File: src/rtl/fetch_queue_unit.sv
// Instruction-fetch front end: owns the PC, issues in-order requests to a
// variable-latency instruction memory, buffers returned words in a small
// FIFO towards decode and applies core redirects (branch/jump/jr/IRQ/EXC).
// The kernel bit PC[KBIT] is carried through sequential fetch unchanged and
// is masked off the memory address.
module fetch_queue_unit #(
   parameter int unsigned     XLEN     = 32,
   parameter int unsigned     DEPTH    = 4,
   parameter int unsigned     KBIT     = 31,
   parameter logic [XLEN-1:0] RESET_PC = 32'h0000_0000,
   parameter logic [XLEN-1:0] IRQ_VEC  = 32'h8000_0004,
   parameter logic [XLEN-1:0] EXC_VEC  = 32'h8000_0008
) (
   input  logic            clk,
   input  logic            reset,
   output logic            imem_req_o,
   output logic [XLEN-1:0] imem_addr_o,
   input  logic            imem_ready_i,
   input  logic            imem_rvalid_i,
   input  logic [31:0]     imem_rdata_i,
   input  logic            redir_valid_i,
   input  logic [2:0]      redir_type_i,
   input  logic [XLEN-1:0] redir_target_i,
   output logic            inst_valid_o,
   input  logic            inst_ready_i,
   output logic [31:0]     inst_o,
   output logic [XLEN-1:0] inst_pc_o,
   output logic            inst_kernel_o
);

   localparam int unsigned     PW       = (DEPTH > 1) ? $clog2(DEPTH) : 1;
   localparam int unsigned     CW       = $clog2(DEPTH + 1);
   localparam int unsigned     SW       = CW + 1;
   localparam logic [SW-1:0]   DEPTH_W  = SW'(DEPTH);
   localparam logic [CW-1:0]   ONE_C    = CW'(1);
   localparam logic [CW-1:0]   ZERO_C   = {CW{1'b0}};
   localparam logic [PW-1:0]   LAST_PTR = PW'(DEPTH - 1);
   localparam logic [XLEN-1:0] KMASK    = {{(XLEN-1){1'b0}}, 1'b1} << KBIT;
   localparam logic [XLEN-1:0] LOW_MASK = KMASK - {{(XLEN-1){1'b0}}, 1'b1};
   localparam logic [XLEN-1:0] PC_STEP  = XLEN'(4);

   // Circular pointer advance that also works for non power-of-two depths.
   function automatic logic [PW-1:0] ptr_inc(input logic [PW-1:0] p);
      logic [PW-1:0] r;
      if (p == LAST_PTR) r = {PW{1'b0}};
      else               r = p + PW'(1);
      return r;
   endfunction

   // Sequential PC step: the low KBIT bits wrap, the kernel bit and above hold.
   function automatic logic [XLEN-1:0] pc_next(input logic [XLEN-1:0] pc);
      return (pc & ~LOW_MASK) | ((pc + PC_STEP) & LOW_MASK);
   endfunction

   logic [XLEN-1:0] pc_q, pc_d;
   logic [CW-1:0]   cnt_q, cnt_d;
   logic [CW-1:0]   outst_q, outst_d;
   logic [CW-1:0]   disc_q, disc_d;
   logic [PW-1:0]   wr_q, wr_d, rd_q, rd_d;
   logic [PW-1:0]   tag_wr_q, tag_wr_d, tag_rd_q, tag_rd_d;
   logic [31:0]     fifo_inst_q [DEPTH];
   logic [XLEN-1:0] fifo_pc_q   [DEPTH];
   logic [XLEN-1:0] tag_q       [DEPTH];

   logic            req_s, acc_s, rsp_s, drop_s, push_s, pop_s, redir_s;
   logic [XLEN-1:0] tgt_s;
   logic [SW-1:0]   inflight_s;

   // Request/response qualification and redirect decode.
   always_comb begin
      inflight_s = {1'b0, cnt_q} + {1'b0, outst_q};
      // Reset gates the request so it is low immediately while reset is held.
      req_s  = ~reset & (inflight_s < DEPTH_W);
      acc_s  = req_s & imem_ready_i;
      // A response with nothing outstanding is a protocol error and ignored.
      rsp_s  = imem_rvalid_i & (outst_q != ZERO_C);
      redir_s = 1'b0;
      tgt_s   = pc_q;
      case (redir_type_i)
         3'b001, 3'b010, 3'b011: begin
            redir_s = redir_valid_i;
            tgt_s   = redir_target_i;
         end
         3'b100: begin
            redir_s = redir_valid_i;
            tgt_s   = IRQ_VEC;
         end
         3'b101: begin
            redir_s = redir_valid_i;
            tgt_s   = EXC_VEC;
         end
         default: begin
            redir_s = 1'b0;
            tgt_s   = pc_q;
         end
      endcase
      drop_s = rsp_s & (disc_q != ZERO_C);
      // A response in the redirect cycle is stale and is never enqueued.
      push_s = rsp_s & ~drop_s & ~redir_s;
      pop_s  = inst_ready_i & (cnt_q != ZERO_C) & ~redir_s;
   end

   // Next-state for PC, counters and queue pointers.
   always_comb begin
      outst_d = outst_q;
      if (acc_s) outst_d = outst_d + ONE_C;
      else       outst_d = outst_d;
      if (rsp_s) outst_d = outst_d - ONE_C;
      else       outst_d = outst_d;

      tag_wr_d = acc_s ? ptr_inc(tag_wr_q) : tag_wr_q;
      tag_rd_d = rsp_s ? ptr_inc(tag_rd_q) : tag_rd_q;

      if (redir_s) begin
         // Everything still in flight after this edge belongs to the old path.
         pc_d   = tgt_s;
         disc_d = outst_d;
         cnt_d  = ZERO_C;
         wr_d   = {PW{1'b0}};
         rd_d   = {PW{1'b0}};
      end else begin
         pc_d   = acc_s ? pc_next(pc_q) : pc_q;
         disc_d = drop_s ? (disc_q - ONE_C) : disc_q;
         cnt_d  = cnt_q;
         if (push_s) cnt_d = cnt_d + ONE_C;
         else        cnt_d = cnt_d;
         if (pop_s)  cnt_d = cnt_d - ONE_C;
         else        cnt_d = cnt_d;
         wr_d   = push_s ? ptr_inc(wr_q) : wr_q;
         rd_d   = pop_s  ? ptr_inc(rd_q) : rd_q;
      end
   end

   // State registers, cleared asynchronously on reset.
   always_ff @(posedge clk or posedge reset) begin
      if (reset) begin
         pc_q     <= RESET_PC;
         cnt_q    <= ZERO_C;
         outst_q  <= ZERO_C;
         disc_q   <= ZERO_C;
         wr_q     <= {PW{1'b0}};
         rd_q     <= {PW{1'b0}};
         tag_wr_q <= {PW{1'b0}};
         tag_rd_q <= {PW{1'b0}};
      end else begin
         pc_q     <= pc_d;
         cnt_q    <= cnt_d;
         outst_q  <= outst_d;
         disc_q   <= disc_d;
         wr_q     <= wr_d;
         rd_q     <= rd_d;
         tag_wr_q <= tag_wr_d;
         tag_rd_q <= tag_rd_d;
      end
   end

   // Tag queue and instruction FIFO storage.
   always_ff @(posedge clk or posedge reset) begin
      if (reset) begin
         for (int unsigned i = 0; i < DEPTH; i++) begin
            fifo_inst_q[i] <= 32'h0000_0000;
            fifo_pc_q[i]   <= {XLEN{1'b0}};
            tag_q[i]       <= {XLEN{1'b0}};
         end
      end else begin
         if (acc_s) tag_q[tag_wr_q] <= pc_q;
         if (push_s) begin
            fifo_inst_q[wr_q] <= imem_rdata_i;
            fifo_pc_q[wr_q]   <= tag_q[tag_rd_q];
         end
      end
   end

   // Outputs derived only from registered state (plus the reset gate on req).
   always_comb begin
      imem_req_o    = req_s;
      imem_addr_o   = pc_q & ~KMASK;
      inst_valid_o  = (cnt_q != ZERO_C);
      if (inst_valid_o) begin
         inst_o    = fifo_inst_q[rd_q];
         inst_pc_o = fifo_pc_q[rd_q];
      end else begin
         inst_o    = 32'h0000_0000;
         inst_pc_o = {XLEN{1'b0}};
      end
      inst_kernel_o = inst_pc_o[KBIT];
   end

endmodule
File: config.mk
export PLATFORM = sky130hd
export DESIGN_NAME = fetch_queue_unit
export DESIGN_NICKNAME = d
export VERILOG_FILES = /design/src/rtl/fetch_queue_unit.sv
export SDC_FILE = /design/constraint.sdc
export NUM_CORES = 1
export LEC_CHECK = 0
export ABC_AREA = 1
export CAP_MARGIN = 0
export CORE_MARGIN = 5
export CORE_UTILIZATION = 60
export DETAILED_ROUTE_END_ITERATION = 7
export PLACE_DENSITY = 0.86
export SLEW_MARGIN = 20
export SYNTH_ARGS = -nofsm -noshare
export SYNTH_HDL_FRONTEND = slang
export SYNTH_SLANG_ARGS = --single-unit
File: constraint.sdc
create_clock -name clk -period 45.8 [get_ports clk]
set_input_delay 11.45 -clock clk [delete_from_list [all_inputs] [get_ports clk]]
set_output_delay 11.45 -clock clk [all_outputs]
set_load 0.05 [all_outputs]
==> flow_metrics.py <==
metrics = {
    "drt": {
        "drc": 0,
        "drt_iter0_drc": 1638,
        "ant_nets": 0,
        "vias_per_cell": 5.87,
        "wl_per_cell_microns": 17.5,
        "wl_microns": 54600,
        "num_vias": 18261,
        "dr.pass1.iters": 5,
    },
    "finish": {
        "nets": 2731,
        "fin_area_sq_mm": 0.0235,
        "multi_input_area_sq_mm": 0.00817,
        "antenna_cells": 0,
        "seq_area_sq_mm": 0.0108,
        "drive_gt1_share_pct": 3.79,
        "syn2layout_area_growth_pct": 14.2,
        "fin_cells": 3110,
        "nFillCells": 2597,
    },
    "floorplan": {
        "die_w_microns": 195,
        "start_util_pct": 61.1,
        "die_y_microns": 195,
        "row_count": 67,
        "die_area_sq_mm": 0.0381,
        "boundaryPins": 172,
        "core_area_sq_mm": 0.0337,
    },
    "logic_synthesis": {
        "synth_nets": 2689,
        "synth_compound_area_share_pct": 18.3,
        "syn_area_sq_mm": 0.0206,
        "syn_inst": 2595,
        "ys_ff_latch": 433,
        "synth_edf_count": 0,
        "yosysWarningCount": 0,
        "yosysSeqAreaShare_pct": 52.6,
        "synthArstFlopShare_pct": 100,
        "synth_largest_area_cell": "dfrtp_1",
        "muxShareOfSynthArea_pct": 0,
        "syn_avg_cell_area_sq_um": 7.93,
        "yosysUniqueCellTypes": 33,
        "synthFlopType": "dfrtp_1",
        "synthTopCellsByArea": "dfrtp_1 (53%), nand2_1 (11%), o21ai_0 (9.2%)",
        "synth-simple-area-share_pct": 19.8,
        "synth_most_common_cell": "nand2_1",
        "synth_top_family_by_area": "simple AND/OR/NAND/NOR gates",
        "synth_fa_ha_area_share_pct": 1.28,
        "synth_xor_area_share_pct": 0.298,
        "yosys-top-cells-count": "nand2_1 (626), dfrtp_1 (433), o21ai_0 (378), nor2_1 (338), a21oi_1 (200)",
        "synth_top_area_share_pct": 52.6,
    },
    "cts": {
        "post_cts_buffers": 0,
        "cts.repair.resized": 0,
        "clockRootBuffer": "clkbuf_16",
        "hold_buffers": 0,
        "cts_tree": "done",
        "clk_latency_ns": 0.55,
        "cts_buffers": 45,
        "cts_buffer_depth": 3,
        "htree_levels": 2,
        "clkSinkCount": 433,
        "clkSlewWorstSetupHoldPaths_ns": 0.06,
    },
    "sta": {
        "clock.fmax_mhz": 40.6,
        "worst_pin_slew_ns": 1.13,
        "rsz0062_at_grt": "false",
        "skew_ns": 0.0188,
        "drv_slew": 0,
        "post-route-period-util_pct": 53.8,
        "max-slew-margin-rel_pct": 24.8,
        "period_needed_ns": 24.65,
        "tns_ns": 0,
        "setup_viol": 0,
        "whs_ns": 0.477,
        "final_hold_viol_count": 0,
    },
    "global_route": {
        "first_global_vias": 17906,
        "grt_max_degree": 139,
        "grt_pass1_wl_microns": 89900,
        "antenna_found_initial": 0,
        "track_usage_pct": 28.1,
        "grt-ovfl-total": 0,
    },
    "setup_path": {
        "worstSetupPathType": "primary input to primary output",
        "startpoint_type": "primary input",
        "rrSetupSlack_ns": 42.46,
        "crit_start": "reset",
        "worstRegToRegCells": 10,
        "r2r_end": "fifo_pc_q[72]$_DFFE_PP0P_",
        "crit_path_end_kind": "primary output",
        "cp_max_fo": 3,
        "crit_required_ns": 34.35,
        "critPathArrivalTime_ns": 13.20,
        "cp-endpoint": "imem_req_o",
        "r2r-start": "outst_q[0]$_DFF_PP0_",
    },
    "placed_design": {
        "port-buffer-count": 170,
        "placed_area_sq_mm": 0.0221,
        "dp_cells": 3038,
        "gp_congestion": 0.933,
        "hpwl_microns": 32500,
    },
    "run_status": {
        "status": "finished clean",
    },
    "run": {
        "max_cap_viol_count": 0,
    },
    "min_path": {
        "hp-class": "flop to flop",
    },
    "power_and_ir_drop": {
        "p_per_area_mw_per_mm2": 76.1,
        "vdd_drop_max_mv": 0.0474,
        "p_total_w": 0.00179,
        "power.leakage_nw": 11.2,
    },
}
-- report_power, final --
part | leakage [nW] | total [W] | internal [W] | switching [W]
clock | 0.682 | 0.000354 | 0.000208 | 0.000146
sequential | 5.42 | 0.000621 | 0.000525 | 0.0000963
combinational | 5.11 | 0.000815 | 0.000248 | 0.000566
total | 11.2 | 0.00179 | 0.000981 | 0.000809
-- placed cells by master (no fill, tap or decap), drive strengths merged --
master           n
a22oi            6
o221ai           1
bufinv           3
o21ai          439
a31oi            1
nand4            6
nor2           339
ha              21
inv            173
o22ai           34
nand2          631
o31ai            1
clkdlybuf4s50  170
buf             22
xnor2            2
clkbuf          62
a21boi           2
xor2             5
a21oi          200
or2              1
dfrtp          433
o211ai          34
clkinv           5
clkinvlp         2
conb             1
nand3           68
-- flip-flops by register name, summed over array words and instances, names as in the netlist --
name / count
fifo_inst_q: 128
fifo_pc_q: 128
tag_q: 128
pc_q: 32
cnt_q: 3
disc_q: 3
outst_q: 3
rd_q: 2
tag_rd_q: 2
tag_wr_q: 2
wr_q: 2
-- per-stage QoR --
stage,worst slack (ns),util [%]
CTS,21.15,69.8
detailed placement,21.16,65.6
global placement,21.13,65.6
global route,21.01,69.8
floorplan,22.03,-
finish,21.15,69.8
-- metal layers --
metal	up-vias	track usage (%)	part of all wire, %
li1	8486	-	-
met1	8807	38.2	41
met2	851	46.4	48
met3	117	5.05	8.3
met4	0	8.84	2.5
met5	-	0	0
-- worst max-delay path: stages --
cell             delay (ns)
clkdlybuf4s50_1        0.51
nor2_1                 0.17
nand2_1                0.07
nor2_1                 0.17
clkdlybuf4s50_1        0.84
-- how the worst min path moves through the flow --
stage                               startpoint                          to  slack (ns)  cells past startpoint
floorplan           fifo_pc_q[127]$_DFFE_PP0P_  fifo_pc_q[127]$_DFFE_PP0P_        0.44                      2
CTS                 fifo_pc_q[127]$_DFFE_PP0P_  fifo_pc_q[127]$_DFFE_PP0P_        0.47                      2
global route        fifo_pc_q[117]$_DFFE_PP0P_  fifo_pc_q[117]$_DFFE_PP0P_        0.49                      2
detailed placement   fifo_pc_q[31]$_DFFE_PP0P_   fifo_pc_q[31]$_DFFE_PP0P_        0.46                      2
global placement     fifo_pc_q[31]$_DFFE_PP0P_   fifo_pc_q[31]$_DFFE_PP0P_        0.45                      2
finish              fifo_pc_q[127]$_DFFE_PP0P_  fifo_pc_q[127]$_DFFE_PP0P_        0.48                      2
-- cell type report --
cell class / instances / share of cell area [%]
tap: 448 / 2.38
clock buffer: 62 / 5.36
multi-input combinational: 1792 / 34.8
clock inverter: 10 / 0.633
timing repair buffer: 192 / 7.97
inverter: 173 / 2.79
sequential: 433 / 46.1
-- cells by family after synthesis --
kind of cell             Yosys count
XOR/XNOR                           7
other                              1
AO/OA/AOI/OAI                    718
adder cells (fa/ha/maj)           21
AND/OR/NAND/NOR                 1045
buffers and inverters            370
flip-flops                       433
Power figures use the tool's default switching activity.
